<file path="config.mk">
export PLATFORM = sky130hd
export DESIGN_NAME = tt_um_hoene_protocol_transmitter
export DESIGN_NICKNAME = d
export VERILOG_FILES = /design/src/rtl/tt_um_hoene_protocol_pkg.sv /design/src/rtl/tt_um_hoene_halfbit_timer.sv /design/src/rtl/tt_um_hoene_protocol_transmitter.sv
export SDC_FILE = /design/constraint.sdc
export NUM_CORES = 1
export LEC_CHECK = 0
export BUFFER_PORTS_ARGS = -buffer_cell sky130_fd_sc_hd__buf_4
export CORE_UTILIZATION = 25
export CTS_CLUSTER_DIAMETER = 200
export DETAILED_ROUTE_END_ITERATION = 10
export PLACE_DENSITY_LB_ADDON = 0.08
export SYNTH_ARGS = -nofsm -noshare
export SYNTH_HDL_FRONTEND = slang
export SYNTH_HIERARCHICAL = 1
export SYNTH_SLANG_ARGS = --single-unit
</file>
<file path="constraint.sdc">
create_clock -name clk -period 2.9 [get_ports clk]
set_clock_uncertainty 0.15 [all_clocks]
set_input_delay 0.435 -clock clk [delete_from_list [all_inputs] [get_ports clk]]
set_output_delay 0.435 -clock clk [all_outputs]
set_load 0.02 [all_outputs]
</file>
<file path="src/rtl/tt_um_hoene_protocol_pkg.sv">
// rtl/tt_um_hoene_protocol_pkg.sv - shared constants, state enum and frame helpers for the LED serial protocol
package tt_um_hoene_protocol_pkg;

  localparam int FRAME_BITS       = 32;
  localparam int PAYLOAD_BITS     = 31;
  localparam int SYNC_HI_HALFBITS = 3;
  localparam int SYNC_LO_HALFBITS = 3;

  // 1 means a '1' bit is sent as low then high; the decoder uses the same constant.
  localparam logic MANCHESTER_POLARITY = 1'b1;

  typedef enum logic [2:0] {
    TX_IDLE,
    TX_SYNC_HI,
    TX_SYNC_LO,
    TX_BIT_A,
    TX_BIT_B,
    TX_GAP
  } tx_state_e;

  function automatic logic [FRAME_BITS-1:0] build_frame(input logic [PAYLOAD_BITS-1:0] payload);
    return {payload, ^payload};
  endfunction

  function automatic logic first_half(input logic bit_val);
    return MANCHESTER_POLARITY ? ~bit_val : bit_val;
  endfunction

endpackage

</file>
<file path="src/rtl/tt_um_hoene_halfbit_timer.sv">
// rtl/tt_um_hoene_halfbit_timer.sv - free-running half-bit timer, tick on terminal count
module tt_um_hoene_halfbit_timer #(
  parameter int HALF_BIT_CYCLES = 8
) (
  input  logic clk,
  input  logic rst,
  input  logic clear,
  output logic tick
);

  localparam int CW = (HALF_BIT_CYCLES > 2) ? $clog2(HALF_BIT_CYCLES) : 1;
  localparam logic [CW-1:0] LAST = CW'(HALF_BIT_CYCLES - 1);

  logic [CW-1:0] cnt_q, cnt_d;

  assign tick = (cnt_q == LAST);

  always_comb begin
    cnt_d = cnt_q + CW'(1);
    if (clear || tick) cnt_d = '0;
  end

  always_ff @(posedge clk) begin
    if (rst) cnt_q <= '0;
    else     cnt_q <= cnt_d;
  end

endmodule

</file>
<file path="src/rtl/tt_um_hoene_protocol_transmitter.sv">
// rtl/tt_um_hoene_protocol_transmitter.sv - sync violation + 32 Manchester bits + idle gap frame transmitter
module tt_um_hoene_protocol_transmitter
  import tt_um_hoene_protocol_pkg::*;
#(
  parameter int HALF_BIT_CYCLES = 8,
  parameter int GAP_HALFBITS    = 2
) (
  input  logic                    clk,
  input  logic                    rst,
  input  logic [PAYLOAD_BITS-1:0] tx_data,
  input  logic                    tx_valid,
  output logic                    tx_ready,
  output logic                    tx_out,
  output logic                    tx_busy,
  output logic                    tx_done
);

  localparam logic [3:0] SYNC_HI_LAST = 4'(SYNC_HI_HALFBITS - 1);
  localparam logic [3:0] SYNC_LO_LAST = 4'(SYNC_LO_HALFBITS - 1);
  localparam logic [3:0] GAP_LAST     = 4'(GAP_HALFBITS - 1);

  tx_state_e             state_q;
  logic [FRAME_BITS-1:0] shift_q;
  logic [4:0]            bit_cnt_q;
  logic [3:0]            hb_cnt_q;
  logic                  tx_out_q;
  logic                  tick;
  logic                  accept;

  assign tx_ready = (state_q == TX_IDLE);
  assign tx_busy  = (state_q != TX_IDLE);
  assign accept   = tx_valid && tx_ready;
  assign tx_out   = tx_out_q;
  // Decoded from registered state and timer count, so it lines up with the last gap cycle.
  assign tx_done  = (state_q == TX_GAP) && tick && (hb_cnt_q == GAP_LAST);

  tt_um_hoene_halfbit_timer #(
    .HALF_BIT_CYCLES(HALF_BIT_CYCLES)
  ) u_timer (
    .clk  (clk),
    .rst  (rst),
    .clear(accept),
    .tick (tick)
  );

  always_ff @(posedge clk) begin
    if (rst) begin
      state_q   <= TX_IDLE;
      shift_q   <= '0;
      bit_cnt_q <= '0;
      hb_cnt_q  <= '0;
      tx_out_q  <= 1'b0;
    end else begin
      case (state_q)
        TX_IDLE: begin
          tx_out_q <= 1'b0;
          if (accept) begin
            shift_q   <= build_frame(tx_data);
            bit_cnt_q <= '0;
            hb_cnt_q  <= '0;
            tx_out_q  <= 1'b1;
            state_q   <= TX_SYNC_HI;
          end
        end
        TX_SYNC_HI: begin
          if (tick) begin
            if (hb_cnt_q == SYNC_HI_LAST) begin
              hb_cnt_q <= '0;
              tx_out_q <= 1'b0;
              state_q  <= TX_SYNC_LO;
            end else begin
              hb_cnt_q <= hb_cnt_q + 4'd1;
            end
          end
        end
        TX_SYNC_LO: begin
          if (tick) begin
            if (hb_cnt_q == SYNC_LO_LAST) begin
              hb_cnt_q <= '0;
              tx_out_q <= first_half(shift_q[FRAME_BITS-1]);
              state_q  <= TX_BIT_A;
            end else begin
              hb_cnt_q <= hb_cnt_q + 4'd1;
            end
          end
        end
        TX_BIT_A: begin
          if (tick) begin
            tx_out_q <= ~first_half(shift_q[FRAME_BITS-1]);
            state_q  <= TX_BIT_B;
          end
        end
        TX_BIT_B: begin
          if (tick) begin
            shift_q   <= {shift_q[FRAME_BITS-2:0], 1'b0};
            bit_cnt_q <= bit_cnt_q + 5'd1;
            if (bit_cnt_q == 5'd31) begin
              hb_cnt_q <= '0;
              tx_out_q <= 1'b0;
              state_q  <= TX_GAP;
            end else begin
              // Next bit is already at shift_q[30] before the shift lands.
              tx_out_q <= first_half(shift_q[FRAME_BITS-2]);
              state_q  <= TX_BIT_A;
            end
          end
        end
        TX_GAP: begin
          tx_out_q <= 1'b0;
          if (tick) begin
            if (hb_cnt_q == GAP_LAST) begin
              hb_cnt_q <= '0;
              state_q  <= TX_IDLE;
            end else begin
              hb_cnt_q <= hb_cnt_q + 4'd1;
            end
          end
        end
        default: begin
          state_q  <= TX_IDLE;
          tx_out_q <= 1'b0;
        end
      endcase
    end
  end

endmodule

</file>
==> run_results.csv, run 1 <==
group,metric,value,unit
run_status,status,"finished, final reports clean",
logic_synthesis,ys.flop_type,"dfxtp_1",
layout,final_nets,380,
floorplan,core,0.009955,sq mm
logic_synthesis,synth_top_cell_area_share,36.91,%
placed_design,dp.cells,468,
placed_design,place_area,0.002957,sq mm
sta,drv_slew,0,
clock_network,post_cts_resized,0,
clock_network,cts.clk_slew.worst_paths,0.09,ns
placed_design,io_buffers,37,
critical_path,path_class,"reg2reg",
logic_synthesis,synth_commonest_cells,"75 x nand2_1, 48 x dfxtp_1, 39 x nor2_1",
logic_synthesis,yosys-top-cells-area,"dfxtp_1 37%, nand2_1 11%, a311oi_1 10%",
layout,syn_to_final_growth,16.53,%
drt,drtIter0Drc,46,
floorplan,rows,36,
logic_synthesis,synth_warnings,6,
placed_design,hpwl,4.128,mm
layout,antenna_cells,0,
grt,grt_max_degree,50,
sta,hold_viol,0,
layout,layoutNonFillerInstCount,475,
clock_network,clk_latency,0.31,ns
drt,wl,6.117,mm
critical_path,cp.required,2.92,ns
critical_path,endpoint_kind,"flop",
floorplan,die_x,104.1,um
grt,antenna_found_initial,0,
drt,viasPerCell,4.665,
sta,hold_ws,0.2587,ns
sta,setup_viol,0,
sta,period_share,75.44,%
logic_synthesis,synth_edf_count,0,
layout,register_area,960.9,sq um
pwr,p_leak,1.175,nW
logic_synthesis,ys_seq_elements,48,
pwr,p_total,2.315,mW
critical_path,crit_fanout,28,
drt,drc,0,
sta,slew_headroom,57.87,%
floorplan,die_h,104.1,um
layout,utilization,30.48,%
floorplan,dieArea,0.01083,sq mm
floorplan,io_pins,38,
drt,vias,2216,
grt,grt_overflow,0,
grt,grt_pass1_vias,2122,
clock_network,htree_levels,2,
sta,period_needed,2.188,ns
layout,drive_above_1_share,16.08,%
sta,fmax,0.4571,GHz
pwr,power_density,762.9,mW/mm^2
logic_synthesis,yosysSeqAreaShare,36.91,%
critical_path,start_kind,"flop",
logic_synthesis,yosysTopAreaCell,"dfxtp_1",
clock_network,numCtsBuffers,5,
grt,grt_pass1_wl,10.58,mm
logic_synthesis,async_flop_share,0,%
placed_design,place_congestion,0.7558,
sta,tightest_slew,0.6266,ns
logic_synthesis,syn_nets,355,
grt,track_usage,12.01,%
logic_synthesis,yosysMostFrequentCell,"nand2_1",
clock_network,cts_tree,"yes",
placed_design,pre_cts_slack,0.7230,ns
clock_network,cts_hold_buf,0,
clock_network,clockRootBuffer,"clkbuf_8",
drt,antenna_left,0,
pwr,max-vdd-ir-drop,0.2226,mV
logic_synthesis,synth.distinct_cells,45,
clock_network,cts_buffer_depth,2,
logic_synthesis,netlist_instances,317,
sta,setup_ws,0.7123,ns
sta,rsz0062_at_grt,"no",
clock_network,numClockSinks,48,
layout,fillers,1101,
worst_hold_path,hold_path.class,"in2reg",
clock_network,cts_setup_buffers,0,
layout,multi_input_area,0.001503,sq mm
job,maxCapViolCount,0,
drt,wl_per_cell,12.88,um
drt,drt_pre_antenna_iters,4,
layout,final_cell_area,0.003034,sq mm
critical_path,arrival,2.21,ns
sta,setup_tns,0,ns
floorplan,start_util,26.16,%
logic_synthesis,syn-cell-area,0.002604,sq mm
logic_synthesis,synth_area_per_cell,8.214,sq um
[state kept, by name, indices dropped and copies added, names as in the netlist]
| register | flops |
|---|---|
| bit_cnt_q | 5 |
| hb_cnt_q | 4 |
| shift_q | 32 |
| state_q | 3 |
| tx_out | 1 |
| u_timer/cnt_q | 3 |
[final cells by class]
type	instances	share of cell area, %
multi-input combinational	242	49.53
sequential	48	31.67
timing repair buffer	42	10.39
tap	133	5.485
clock buffer	6	2.392
inverter	3	0.3711
clock inverter	1	0.1649
[critical path, cell delays in order (launching register included)]
cell and delay, ns:
dfxtp_1 0.33, ha_1 0.20, ha_1 0.31, mux2_2 0.32, and2_2 0.20, buf_4 0.22, nand4_1 0.13, xor2_1 0.14
nor3_1 0.05
[placed cells by master (no fill, tap or decap), types with 5 or more instances in the layout]
cell       n
clkbuf_8   5
dfxtp_1   48
buf_4     42
xnor2_1   19
nor2_1    39
xor2_1     5
nor3_1     5
nand2_1   75
a311oi_1  31
a21oi_1   12
[layer usage]
metal	share of wire [%]	vias to the layer above	routed length (um)	track usage, %
met3	2.6	5	160	2.130
li1	-	1162	-	-
met2	45	36	2738	19.38
met4	0.95	0	58	3.673
met5	0	-	0	0
met1	52	1013	3160	16.24
[path summary, 6_finish.rpt]
path | from | endpoint | slack, ns | cells past startpoint
hold / removal | tx_data[7] | shift_q[8] | 0.26 | 3
setup / recovery | u_timer/cnt_q[0] | bit_cnt_q[3] | 0.71 | 8
hold reg to reg | u_timer/cnt_q[0] | u_timer/cnt_q[0] | 0.28 | 1
setup reg to reg | u_timer/cnt_q[0] | bit_cnt_q[3] | 0.71 | 8
[power by group]
group          internal, mW  switching (mW)  leakage [nW]  total [mW]
clock                 0.165           0.236        0.0410       0.401
sequential            0.810           0.107         0.395       0.917
combinational         0.460           0.537         0.739       0.997
[cells by family after synthesis]
kind of cell | Yosys count | share of synthesized area [%]
and+or+nand+nor | 147 | 24.84
xor gates and xnor gates | 29 | 12.16
DFF | 48 | 36.91
adders and majority gates | 4 | 1.922
AOI/OAI and AO/OA | 59 | 17.54
muxes | 3 | 1.201
buffers and inverters | 27 | 5.430
(Power assumes the default switching activity.)
==> run 2, diff against run 1 <==
- clock period: 2.9 -> 2 ns (I/O delays scaled with it)
==> run 2 against run 1 <==
  * Power rose by 54%
  * Critical path type unchanged
  * Global-route usage fell by 0.21 points
  * Sequential power rose by 44%
  * Clock-buffer cell count did not move
  * Register-to-register slack got worse by 0.62 ns
  * Sequential cell count did not move
==> run_results.csv, run 2 (synthesis results as in run 1) <==
group,metric,value,unit
run_status,status,"finished, final reports clean",
layout,largest_reg_flops,32,
sta,setup_viol,0,
pwr,max-vdd-ir-drop,0.3912,mV
drt,drt_pre_antenna_iters,4,
placed_design,place_congestion,0.7119,
drt,vias,2273,
layout,fillers,1058,
layout,final_nets,396,
clock_network,clk_latency,0.30,ns
clock_network,htree_levels,2,
worst_hold_path,hold_end,"shift_q[19]",
critical_path,start_kind,"flop",
drt,wl,6.177,mm
critical_path,path_buf_inv,0,
clock_network,cts_hold_buf,0,
placed_design,hpwl,4.282,mm
critical_path,reg2reg_depth,8,
sta,fmax,0.5231,GHz
critical_path,critPathMaxStageDelay,0.41,ns
critical_path,slowest_stage,"o32a_4",
floorplan,rows,36,
sta,slew_headroom,62.32,%
critical_path,reg2reg_slack,0.09,ns
pwr,p_leak,1.272,nW
sta,period_share,95.58,%
layout,drive_above_1_share,24.86,%
layout,syn_to_final_growth,26.81,%
clock_network,numClockSinks,48,
clock_network,cts_tree,"yes",
grt,grt_overflow,0,
layout,final_common_cell,"nand2_1",
drt,wl_per_cell,12.58,um
floorplan,core,0.009955,sq mm
critical_path,cp.required,2.07,ns
job,maxCapViolCount,0,
floorplan,start_util,26.16,%
critical_path,reg2reg_from,"bit_cnt_q[0]",
critical_path,reg2reg_to,"hb_cnt_q[1]",
floorplan,die_h,104.1,um
clock_network,cts.clk_slew.worst_paths,0.09,ns
layout,regMostFlops,"shift_q",
worst_hold_path,worstHoldStart,"tx_data[18]",
drt,viasPerCell,4.629,
floorplan,io_pins,38,
sta,setup_tns,0,ns
grt,track_usage,11.80,%
sta,hold_viol,0,
layout,largest_registers,"shift_q x32, bit_cnt_q x5, hb_cnt_q x4",
grt,grt_max_degree,50,
critical_path,endpoint_kind,"flop",
layout,layoutNonFillerInstCount,491,
clock_network,numCtsBuffers,5,
sta,tightest_slew,0.5652,ns
placed_design,dp.cells,483,
clock_network,cts_buffer_depth,2,
worst_hold_path,hold_path.class,"in2reg",
critical_path,path_cells,"ha_4 -> and3_4 -> ha_4 -> a21oi_1 -> o32a_4 -> nor3b_1 -> nand2_1 -> a21oi_1",
drt,drc,0,
critical_path,path_class,"reg2reg",
sta,drv_slew,0,
grt,antenna_found_initial,0,
floorplan,dieArea,0.01083,sq mm
critical_path,arrival,1.98,ns
worst_hold_path,whs_path_depth,3,
critical_path,crit_fanout,7,
drt,drtIter0Drc,88,
sta,hold_ws,0.1300,ns
grt,grt_pass1_wl,10.43,mm
critical_path,path_delay_family,"compound AO/OA/AOI/OAI gates",
placed_design,io_buffers,37,
pwr,power_density,1076,mW/mm^2
grt,grt_pass1_vias,2150,
clock_network,clockRootBuffer,"clkbuf_8",
layout,antenna_cells,0,
floorplan,die_x,104.1,um
drt,antenna_left,0,
layout,final_cell_mix,"75 x nand2_1, 55 x buf_4, 42 x dfxtp_1",
sta,period_needed,1.912,ns
run 2: cell types whose count changed in the layout (fill, tap and decap cells not counted), sizes merged:
cell / previous run / this run
buf: 42 / 58
run 2: final cells by class:
type | count | area, sq um | share of cell area [%]
timing repair buffer | 58 | 473.0 | 14.32
inverter | 3 | 11.26 | 0.3410
tap | 133 | 166.4 | 5.040
clock inverter | 1 | 5.005 | 0.1516
clock buffer | 6 | 72.57 | 2.198
sequential | 48 | 968.4 | 29.33
multi-input combinational | 242 | 1605 | 48.62
run 2: how the worst max path moves through the flow:
stage / startpoint / to / slack (ns) / depth (start not counted)
after floorplan: u_timer/cnt_q[0] / bit_cnt_q[3] / 0.01 / 9
after global placement: tx_data[23] / shift_q[0] / 0.01 / 6
after detailed placement: tx_data[23] / shift_q[0] / 0.0005 / 6
after CTS: bit_cnt_q[0] / hb_cnt_q[2] / 0.02 / 8
after global routing: bit_cnt_q[0] / hb_cnt_q[0] / -0.02 / 9
final: bit_cnt_q[0] / hb_cnt_q[1] / 0.09 / 8
run 2: routing by layer:
metal	vias up	part of all wire, %	GRT usage [%]
met2	45	46	19.29
met3	7	3.4	2.068
met1	1028	50	15.74
met5	-	0	0
li1	1193	-	-
met4	0	1.3	3.673
run 2: worst register-to-register path, cell delays in order, from the launching register on:
cell and delay [ns]:
dfxtp_2 0.36, ha_4 0.13, and3_4 0.19, ha_4 0.12, a21oi_1 0.07, o32a_4 0.41
nor3b_1 0.20, nand2_1 0.07, a21oi_1 0.14
run 2: power by group:
group	internal, mW	switching (mW)	total, mW
clock	0.239	0.321	0.560
combinational	0.831	0.841	1.67
sequential	1.18	0.145	1.32
total	2.25	1.31	3.55
run 2: what timing repair did:
item / 4_1_cts / 5_1_grt
setup buffers: 0 / 1
gates resized for setup: 2 / 23
endpoints found under the setup margin: 3 / 39
pin swaps: 0 / 3
run 2: through the flow:
step	cell area (sq um)	total power [mW]	setup WS [ns]	utilization (%)
after floorplan	2604	2.501	0.01435	-
after global placement	3107	2.967	0.01026	31.21
after detailed placement	3107	2.962	0.0005048	31.21
after CTS	3193	3.544	0.01954	32.08
after global routing	3302	3.850	-0.01623	33.17
final	3302	3.553	0.08831	33.17
==> run 3, diff against run 2 <==
- clock period: 2 -> 2.15 ns (I/O delays scaled with it)
==> run 3 against run 2 <==
  * Die area unchanged
  * Combinational power decreased by 11%
  * Wire length decreased by 0.18%
  * Power decreased by 7.0%
  * Critical path depth decreased by 3
  * Worst hold slack improved by 0.020 ns
  * Sequential cell count unchanged
  * Non-clock buffer count decreased by 7
  * Clock-buffer cell count increased by 2
  * Sequential share of layout area increased by 0.87 points
  * Via count decreased by 0.79%
  * Cell count decreased by 1.2%
==> run_results.csv, run 3 (synthesis results as in run 1) <==
group,metric,value,unit
drt,top_layer,"met4",
pwr,p_leak,1.243,nW
pwr,max-vdd-ir-drop,0.2705,mV
worst_hold_path,hold_end,"shift_q[10]",
critical_path,start_kind,"flop",
clock_network,post_cts_resized,0,
layout,layoutNonFillerInstCount,485,
floorplan,dieArea,0.01083,sq mm
floorplan,die_x,104.1,um
floorplan,rows,36,
critical_path,reg2reg_depth,7,
drt,antenna_left,0,
critical_path,endpoint_kind,"primary output",
critical_path,reg2reg_from,"u_timer/cnt_q[0]",
clock_network,numCtsBuffers,5,
floorplan,die_h,104.1,um
grt,grt_pass1_vias,2291,
sta,fmax,0.5037,GHz
critical_path,path_delay_family,"flip-flops",
drt,drt_pre_antenna_iters,4,
drt,wl,6.166,mm
sta,drv_slew,0,
layout,largest_reg_flops,32,
grt,antenna_found_initial,0,
critical_path,reg2reg_slack,0.21,ns
sta,setup_tns,0,ns
drt,wl_met1,3.183,mm
sta,slew_headroom,62.54,%
pwr,power_density,1038,mW/mm^2
critical_path,path_buf_inv,2,
grt,track_usage,12.41,%
sta,period_needed,1.985,ns
sta,tightest_slew,0.5620,ns
worst_hold_path,worstHoldStart,"tx_data[9]",
layout,drive_above_1_share,19.32,%
placed_design,hpwl,4.197,mm
drt,route.met2.wl,2.780,mm
layout,largest_registers,"shift_q x32, bit_cnt_q x5, hb_cnt_q x4",
run_status,status,"finished, final reports clean",
layout,regMostFlops,"shift_q",
critical_path,slowest_stage,"dfxtp_1",
drt,drtIter0Drc,53,
floorplan,core,0.009955,sq mm
clock_network,numClockSinks,48,
drt,drc,0,
clock_network,cts_buffer_depth,2,
critical_path,critPathMaxStageDelay,0.45,ns
grt,grt_pass1_wl,10.84,mm
critical_path,path_cells,"nor4b_2 -> buf_4 -> nand2_1 -> nor2_1 -> buf_4",
layout,final_nets,389,
job,maxCapViolCount,0,
critical_path,cpMostUsedCell,"buf_4",
drt,vias,2255,
worst_hold_path,whs_path_depth,3,
drt,dr_wl_met3,147,um
sta,hold_viol,0,
clock_network,clockRootBuffer,"clkbuf_8",
sta,rsz0062_at_grt,"no",
floorplan,start_util,26.16,%
placed_design,io_buffers,37,
pwr,p_total,3.304,mW
placed_design,dp.cells,477,
drt,viasPerCell,4.649,
placed_design,place_congestion,0.7259,
clock_network,cts_tree,"yes",
critical_path,reg2reg_to,"shift_q[8]",
clock_network,cts.clk_slew.worst_paths,0.09,ns
grt,grt_overflow,0,
sta,period_share,92.34,%
clock_network,cts_hold_buf,0,
clock_network,htree_levels,2,
sta,setup_viol,0,
critical_path,crit_fanout,8,
worst_hold_path,hold_path.class,"in2reg",
clock_network,cts_setup_buffers,0,
clock_network,clk_latency,0.30,ns
layout,final_common_cell,"nand2_1",
drt,wl_per_cell,12.71,um
floorplan,io_pins,38,
layout,final_cell_mix,"75 x nand2_1, 48 x dfxtp_1, 48 x buf_4",
critical_path,arrival,1.51,ns
layout,syn_to_final_growth,22.20,%
critical_path,path_class,"reg2out",
critical_path,cp.required,1.68,ns
grt,grt_max_degree,50,
layout,antenna_cells,0,
run 3: where the power goes:
group	leakage [nW]	switching [mW]	internal [mW]
logic	0.803	0.751	0.737
clock network	0.0455	0.310	0.263
registers	0.395	0.151	1.09
total	1.24	1.21	2.09
run 3: worst reg2reg max path: stages, from the launching register on:
cell      delay, ns
dfxtp_1        0.35
ha_1           0.15
ha_2           0.26
mux2_2         0.19
and2_4         0.21
buf_12         0.20
nor2_1         0.08
a311oi_1       0.26
run 3: stage by stage:
| stage | instance area (sq um) | utilization [%] | hold slack [ns] | worst slack (ns) |
|---|---|---|---|---|
| 2_1_floorplan | 2604 | - | 0.2476 | 0.1644 |
| 3_5_place_dp | 3062 | 30.76 | 0.2687 | 0.08450 |
| 5_1_grt | 3182 | 31.96 | 0.1403 | 0.01590 |
| 3_3_place_gp | 3062 | 30.76 | 0.2571 | 0.08997 |
| 6_report | 3182 | 31.96 | 0.1501 | 0.1648 |
| 4_1_cts | 3152 | 31.66 | 0.1324 | 0.06670 |
run 3: per-layer routing:
metal	up-vias	track usage, %
met1	1035	16.11
li1	1180	-
met5	-	0
met3	5	2.444
met4	0	3.673
met2	35	20.71
run 3: worst max path at each step:
| stage | depth (start not counted) | from | slack [ns] | to |
|---|---|---|---|---|
| after global placement | 6 | tx_data[23] | 0.09 | shift_q[0] |
| after global routing | 8 | bit_cnt_q[1] | 0.02 | hb_cnt_q[2] |
| after floorplan | 9 | u_timer/cnt_q[0] | 0.16 | bit_cnt_q[3] |
| final | 5 | hb_cnt_q[0] | 0.16 | tx_done |
| after CTS | 7 | u_timer/cnt_q[0] | 0.07 | shift_q[8] |
| after detailed placement | 7 | u_timer/cnt_q[0] | 0.08 | shift_q[12] |
run 3: final cells by class:
cell class | count | area (sq um)
multi-input cells | 242 | 1533
inverters | 3 | 11.26
well taps | 133 | 166.4
clock buffers | 8 | 90.09
fillers | 1073 | 6773
repair buffers | 51 | 420.4
flip-flops and latches | 48 | 960.9
